### config.mk
export PLATFORM = sky130hd
export DESIGN_NAME = fetch_ctrl
export DESIGN_NICKNAME = d
export VERILOG_FILES = /design/src/rtl/fetch_ctrl_pkg.sv /design/src/rtl/fetch_ctrl_sat.sv /design/src/rtl/fetch_ctrl.sv
export SDC_FILE = /design/constraint.sdc
export NUM_CORES = 1
export LEC_CHECK = 0
export ABC_AREA = 1
export BUFFER_PORTS_ARGS = -buffer_cell sky130_fd_sc_hd__buf_2
export CAP_MARGIN = 5
export CORE_MARGIN = 5
export CORE_UTILIZATION = 35
export CTS_CLUSTER_SIZE = 10
export DETAILED_ROUTE_END_ITERATION = 8
export GPL_ROUTABILITY_DRIVEN = 0
export PLACE_DENSITY_LB_ADDON = 0.15
export SLEW_MARGIN = 20
export SYNTH_ARGS = -nofsm -noshare
export SYNTH_HDL_FRONTEND = slang
export SYNTH_SLANG_ARGS = --single-unit
export TNS_END_PERCENT = 30
### constraint.sdc
create_clock -name clk -period 4.2 [get_ports clk]
set_input_delay 0.63 -clock clk [delete_from_list [all_inputs] [get_ports clk]]
set_output_delay 0.63 -clock clk [all_outputs]
set_load 0.005 [all_outputs]
### src/rtl/fetch_ctrl_pkg.sv
// fetch_ctrl_pkg: shared state encoding and constants for the fetch controller
package fetch_ctrl_pkg;
    typedef enum logic [2:0] {
        ST_INIT     = 3'd0,
        ST_RUN      = 3'd1,
        ST_STALL    = 3'd2,
        ST_REDIRECT = 3'd3,
        ST_HALT     = 3'd4
    } state_e;
    localparam logic [31:0] SAT32 = 32'hFFFF_FFFF;
endpackage

### src/rtl/fetch_ctrl_sat.sv
// sat_counter: up-counter with synchronous clear and a flag raised at its ceiling
module sat_counter #(
    parameter int               WIDTH = 8,
    parameter logic [WIDTH-1:0] MAX   = '1
) (
    input  logic             clk,
    input  logic             reset_n,
    input  logic             en_i,
    input  logic             clr_i,
    output logic [WIDTH-1:0] count_o,
    output logic             sat_o
);
    logic [WIDTH-1:0] count_q;
    assign count_o = count_q;
    assign sat_o   = count_q == MAX;
    // clear wins over enable; the caller gates the enable with sat_o to hold at MAX
    always_ff @(posedge clk) begin
        if (!reset_n || clr_i) count_q <= '0;
        else if (en_i)         count_q <= count_q + WIDTH'(1);
    end
endmodule

### src/rtl/fetch_ctrl.sv
// fetch_ctrl: sequences PC enable/select and the decode/execute stall and flush strobes
module fetch_ctrl
    import fetch_ctrl_pkg::*;
#(
    parameter int INIT_CYCLES = 2,
    parameter int MAX_STALL   = 16
) (
    input  logic        clk,
    input  logic        reset_n,
    input  logic        branch_taken,
    input  logic [31:0] branch_target,
    input  logic        stall_req,
    input  logic        halt_req,
    output logic        pc_en,
    output logic        pc_src,
    output logic [31:0] pc_branch,
    output logic        stall_d,
    output logic        flush_d,
    output logic        flush_e,
    output logic        halted,
    output logic        stall_timeout,
    output logic [31:0] fetch_count
);
    localparam int IW = $clog2(INIT_CYCLES + 1);
    localparam int SW = $clog2(MAX_STALL) + 1;

    state_e          state_q, state_d;
    logic [IW-1:0]   init_q, init_d;
    logic [31:0]     pc_branch_q, pc_branch_d;
    logic            timeout_q, timeout_d;
    logic            stall_inc, stall_clr, stall_sat, stall_hit, fetch_sat;
    logic [SW-1:0]   stall_cnt;

    assign pc_branch     = pc_branch_q;
    assign halted        = state_q == ST_HALT;
    assign stall_hit     = stall_cnt >= SW'(MAX_STALL);
    assign stall_timeout = timeout_q | stall_hit;
    assign timeout_d     = stall_timeout;

    // decode strobes from state and live inputs; branch beats stall beats halt
    always_comb begin
        state_d     = state_q;
        init_d      = init_q;
        pc_branch_d = pc_branch_q;
        pc_en       = 1'b0;
        pc_src      = 1'b0;
        stall_d     = 1'b0;
        flush_d     = 1'b0;
        flush_e     = 1'b0;
        stall_inc   = 1'b0;
        stall_clr   = 1'b0;
        case (state_q)
            ST_INIT: begin
                flush_d = 1'b1;
                init_d  = (init_q == '0) ? init_q : init_q - IW'(1);
                state_d = (init_q == '0) ? ST_RUN : ST_INIT;
            end
            ST_RUN, ST_STALL: begin
                if (branch_taken) begin
                    flush_d     = 1'b1;
                    flush_e     = 1'b1;
                    pc_branch_d = branch_target;
                    stall_clr   = 1'b1;
                    state_d     = ST_REDIRECT;
                end else if (stall_req) begin
                    stall_d   = 1'b1;
                    flush_e   = 1'b1;
                    stall_inc = 1'b1;
                    state_d   = ST_STALL;
                end else if (state_q == ST_RUN && halt_req) begin
                    state_d = ST_HALT;
                end else begin
                    pc_en     = 1'b1;
                    stall_clr = 1'b1;
                    state_d   = ST_RUN;
                end
            end
            ST_REDIRECT: begin
                pc_en   = 1'b1;
                pc_src  = 1'b1;
                flush_d = 1'b1;
                state_d = ST_RUN;
            end
            ST_HALT: state_d = ST_HALT;
            default: state_d = ST_INIT;
        endcase
    end

    // controller state, settle countdown, branch target latch and sticky timeout
    always_ff @(posedge clk) begin
        if (!reset_n) begin
            state_q     <= ST_INIT;
            init_q      <= IW'(INIT_CYCLES - 1);
            pc_branch_q <= '0;
            timeout_q   <= 1'b0;
        end else begin
            state_q     <= state_d;
            init_q      <= init_d;
            pc_branch_q <= pc_branch_d;
            timeout_q   <= timeout_d;
        end
    end

    sat_counter #(.WIDTH(32), .MAX(SAT32)) u_fetch_cnt (
        .clk     (clk),
        .reset_n (reset_n),
        .en_i    (pc_en & ~fetch_sat),
        .clr_i   (1'b0),
        .count_o (fetch_count),
        .sat_o   (fetch_sat)
    );

    sat_counter #(.WIDTH(SW), .MAX(SW'(MAX_STALL))) u_stall_cnt (
        .clk     (clk),
        .reset_n (reset_n),
        .en_i    (stall_inc & ~stall_sat),
        .clr_i   (stall_clr),
        .count_o (stall_cnt),
        .sat_o   (stall_sat)
    );
endmodule

==> key figures <==
Setup path
  – Worst Setup End Kind: output pin
  – Critical Path AT: 1.84 ns
  – CP startpoint kind: register
  – R2R depth: 10
  – Critical-path maximum fanout: 33
  – R2R Setup Slk: between 1.5 and 2 ns
  – Crit Path Category: register to output pin
  – Crit-path max cell delay: between 0.3 and 0.4 ns
  – Required time worst endpoint: about 3.6 ns
  – Reg-to-Reg End: u_fetch_cnt.count_o[30]
  – CP most frequent cell: inv_1
  – Critical path's slowest cell: dfxtp_1
  – Reg2reg start: u_fetch_cnt.count_o[0]
  – Critical path, cell by cell: inv_1 -> nand3_1 -> inv_1 -> nand2_1 -> buf_4 -> nor3b_1 -> inv_1 -> buf_2

Power
  – Design Power: 1823 uW
  – Leak pwr: around 0.002 uW
  – Worst vdd ir: 0.2066 mV
  – P per Cell Area: 390.4 nW/um^2

Placed design
  – Final HPWL DP: between 7 and 8 mm
  – Port bufs: 107
  – Pre-CTS setup slack: 1.530 ns

STA
  – RSZ-0062 raised after global routing: no
  – Worst rel slew slack: ~58%
  – Setup TNS: 0 ns
  – Worst hold slack: 0.4582 ns
  – Final Critical Period: ~2.5 ns
  – Worst-Margin Slew: roughly 0.62 ns
  – Skew final: 0.01020 ns
  – Setup ws final: 1.728 ns
  – Final hold violation count: 0
  – Fin crit share: 58.86%
  – Max Freq: 404.5 MHz
  – Slew Limit Fails: 0
  – Setup violators final: 0

Die
  – Die Height: 115.3 microns
  – FP Rows: 38
  – Initial Util: 35.81%
  – Area of the core: 10840 sq um
  – Die W: 115.3 microns
  – Die area: 13300 sq um
  – IO Pins: 108

Clock network
  – CTS tree: done
  – Clock-pin slew on the worst setup and hold paths: 0.09 ns
  – # Post-CTS Setup Buffers: 0
  – Post-CTS sizing: 0
  – Worst-Skew Late Latency: ~0.36 ns
  – CTS root buffer: clkbuf_8
  – Number of CTS-inserted buffers: 9
  – Clk buf depth: 2
  – CTS Hold Buffers Added: 0
  – Total clock sinks: 75
  – CTS H-tree depth: 3

Layout
  – Final Util: 43.09%
  – Final nets: 711
  – Layout cell share with drive strength beyond 1: between 20% and 30%
  – Diodes inserted: 0
  – P&R area growth vs syn: 20.30%

Worst hold path
  – Hold Path Stages: 2
  – Hold_sp: timeout_q
  – Tightest Hold Check Type: register to register
  – Hold endpoint: timeout_q

Route
  – Number of routed nets with antenna violations: 0
  – DR WL/cell: 13.16 microns
  – DRC viols: 0
  – First-pass iteration count of the detailed router: 5
  – WL final: 10.73 mm
  – DRT iter0 DRCs: 211
  – Routed via count: 3914
  – Via density: 4.802

GRT
  – First-pass GRT wire length: around 18 mm
  – Initial antenna violation count: 0
  – Final global-route overflow total: 0
  – Gr usage total: 16.16%
  – Largest net degree at the start of global routing: 38
  – Vias in the first global route: 3673

Yosys
  – Register bit count reported by yosys: 75
  – Yosys cell types: 29
  – Avg Cell Area, Syn: roughly 6.8 sq um
  – Syn nets: 614
  – Sequential cell area fraction in the yosys report: between 30% and 40%
  – Yosys warnings: 0
  – Synthesized area: 3882 sq um
  – Gate Count Post-Synth: around 570

Run
  – Number of max-cap violations: 0

Run status
  – Status: complete, no violations
==> area by class of cell <==
cell class | instances | area [sq um]
Clock inverter | 7 | 70.07
Tap cell | 140 | 175.2
Inverter | 33 | 123.9
Fill cell | 1179 | 6170
Timing Repair Buffer | 110 | 558.0
Multi-Input combinational cell | 441 | 2118
Sequential cell | 75 | 1501
Clock buffer | 9 | 123.9
==> per-layer routing <==
| layer | wire (microns) | global-route usage, % |
|---|---|---|
| met5 | 0 | 0 |
| met4 | 127 | 4.930 |
| met3 | 497 | 4.263 |
| met2 | 4866 | 25.04 |
| met1 | 5235 | 22.07 |
==> sequential cells by signal, indices dropped and copies added, names as in the netlist <==
register and cells:
timeout_q 1, state_q 3, pc_branch 32, u_fetch_cnt.count_o 32, u_stall_cnt.count_o 5, init_q 2
==> cell usage in the layout (no fill, tap or decap), drive strengths merged <==
cell      count
ha            4
nor3b         1
nor3          2
or2           1
clkinvlp      1
nand4         3
dfxtp        75
inv          36
nand3b       15
clkinv        3
o21bai        1
a211oi        1
xnor2         6
clkbuf        9
nor2         69
xor2          9
o21ai         6
a21oi        69
nand3        50
o21a          1
buf         110
nand2       203
==> critical path, delay by kind of cell, from the launching register on <==
family / cells / cell delay, ns
flip-flops: 1 / 0.38
buffers and inverters: 5 / 0.66
AND/OR/NAND/NOR: 3 / 0.44
==> how the worst max path moves through the flow <==
stage / start / end / slack (ns) / cells after the start
after floorplan: branch_taken / pc_en / 2.17 / 5
after global placement: branch_taken / u_fetch_cnt.count_o[27] / 1.61 / 8
after detailed placement: branch_taken / u_fetch_cnt.count_o[16] / 1.53 / 8
after CTS: state_q[1] / flush_d / 1.70 / 9
after global routing: state_q[0] / flush_d / 1.50 / 8
final: state_q[2] / flush_d / 1.73 / 8
==> report_power, final <==
group	internal, uW	total [uW]	leakage [uW]	switching [uW]
registers	782	824	0.000607	42.4
logic	158	452	0.00129	294
clock network	230	547	0.0000951	317
==> stage by stage <==
step,std cells,cell area (sq um)
floorplan,573,3882
global placement,799,4477
detailed placement,799,4477
CTS,815,4671
global route,815,4671
finish,815,4671
==> synth_stat cells, drive strengths merged <==
cell type / number / area (sq um)
buf: 15 / 105.1
a21oi: 69 / 367.9
nand4: 3 / 18.77
o21ai: 6 / 30.03
xnor2: 6 / 52.55
nand3b: 15 / 112.6
nand3: 50 / 250.2
ha: 4 / 50.05
xor2: 9 / 78.83
nor3b: 1 / 7.510
nand2: 203 / 792.0
or2: 1 / 6.260
a211oi: 1 / 7.510
o21a: 1 / 7.510
clkbuf: 9 / 33.78
nor3: 2 / 10.01
dfxtp: 75 / 1501
nor2: 69 / 307.8
o21bai: 1 / 18.77
inv: 33 / 123.9
==> logic make-up after synthesis <==
kind of cell	Yosys count	share of synthesized area (%)
buffers and inverters	57	6.767
AOI/OAI and AO/OA	78	11.12
DFF	75	38.67
xor gates and xnor gates	15	3.384
and+or+nand+nor	344	38.77
adders and majority gates	4	1.289
(Power assumes the default switching activity.)
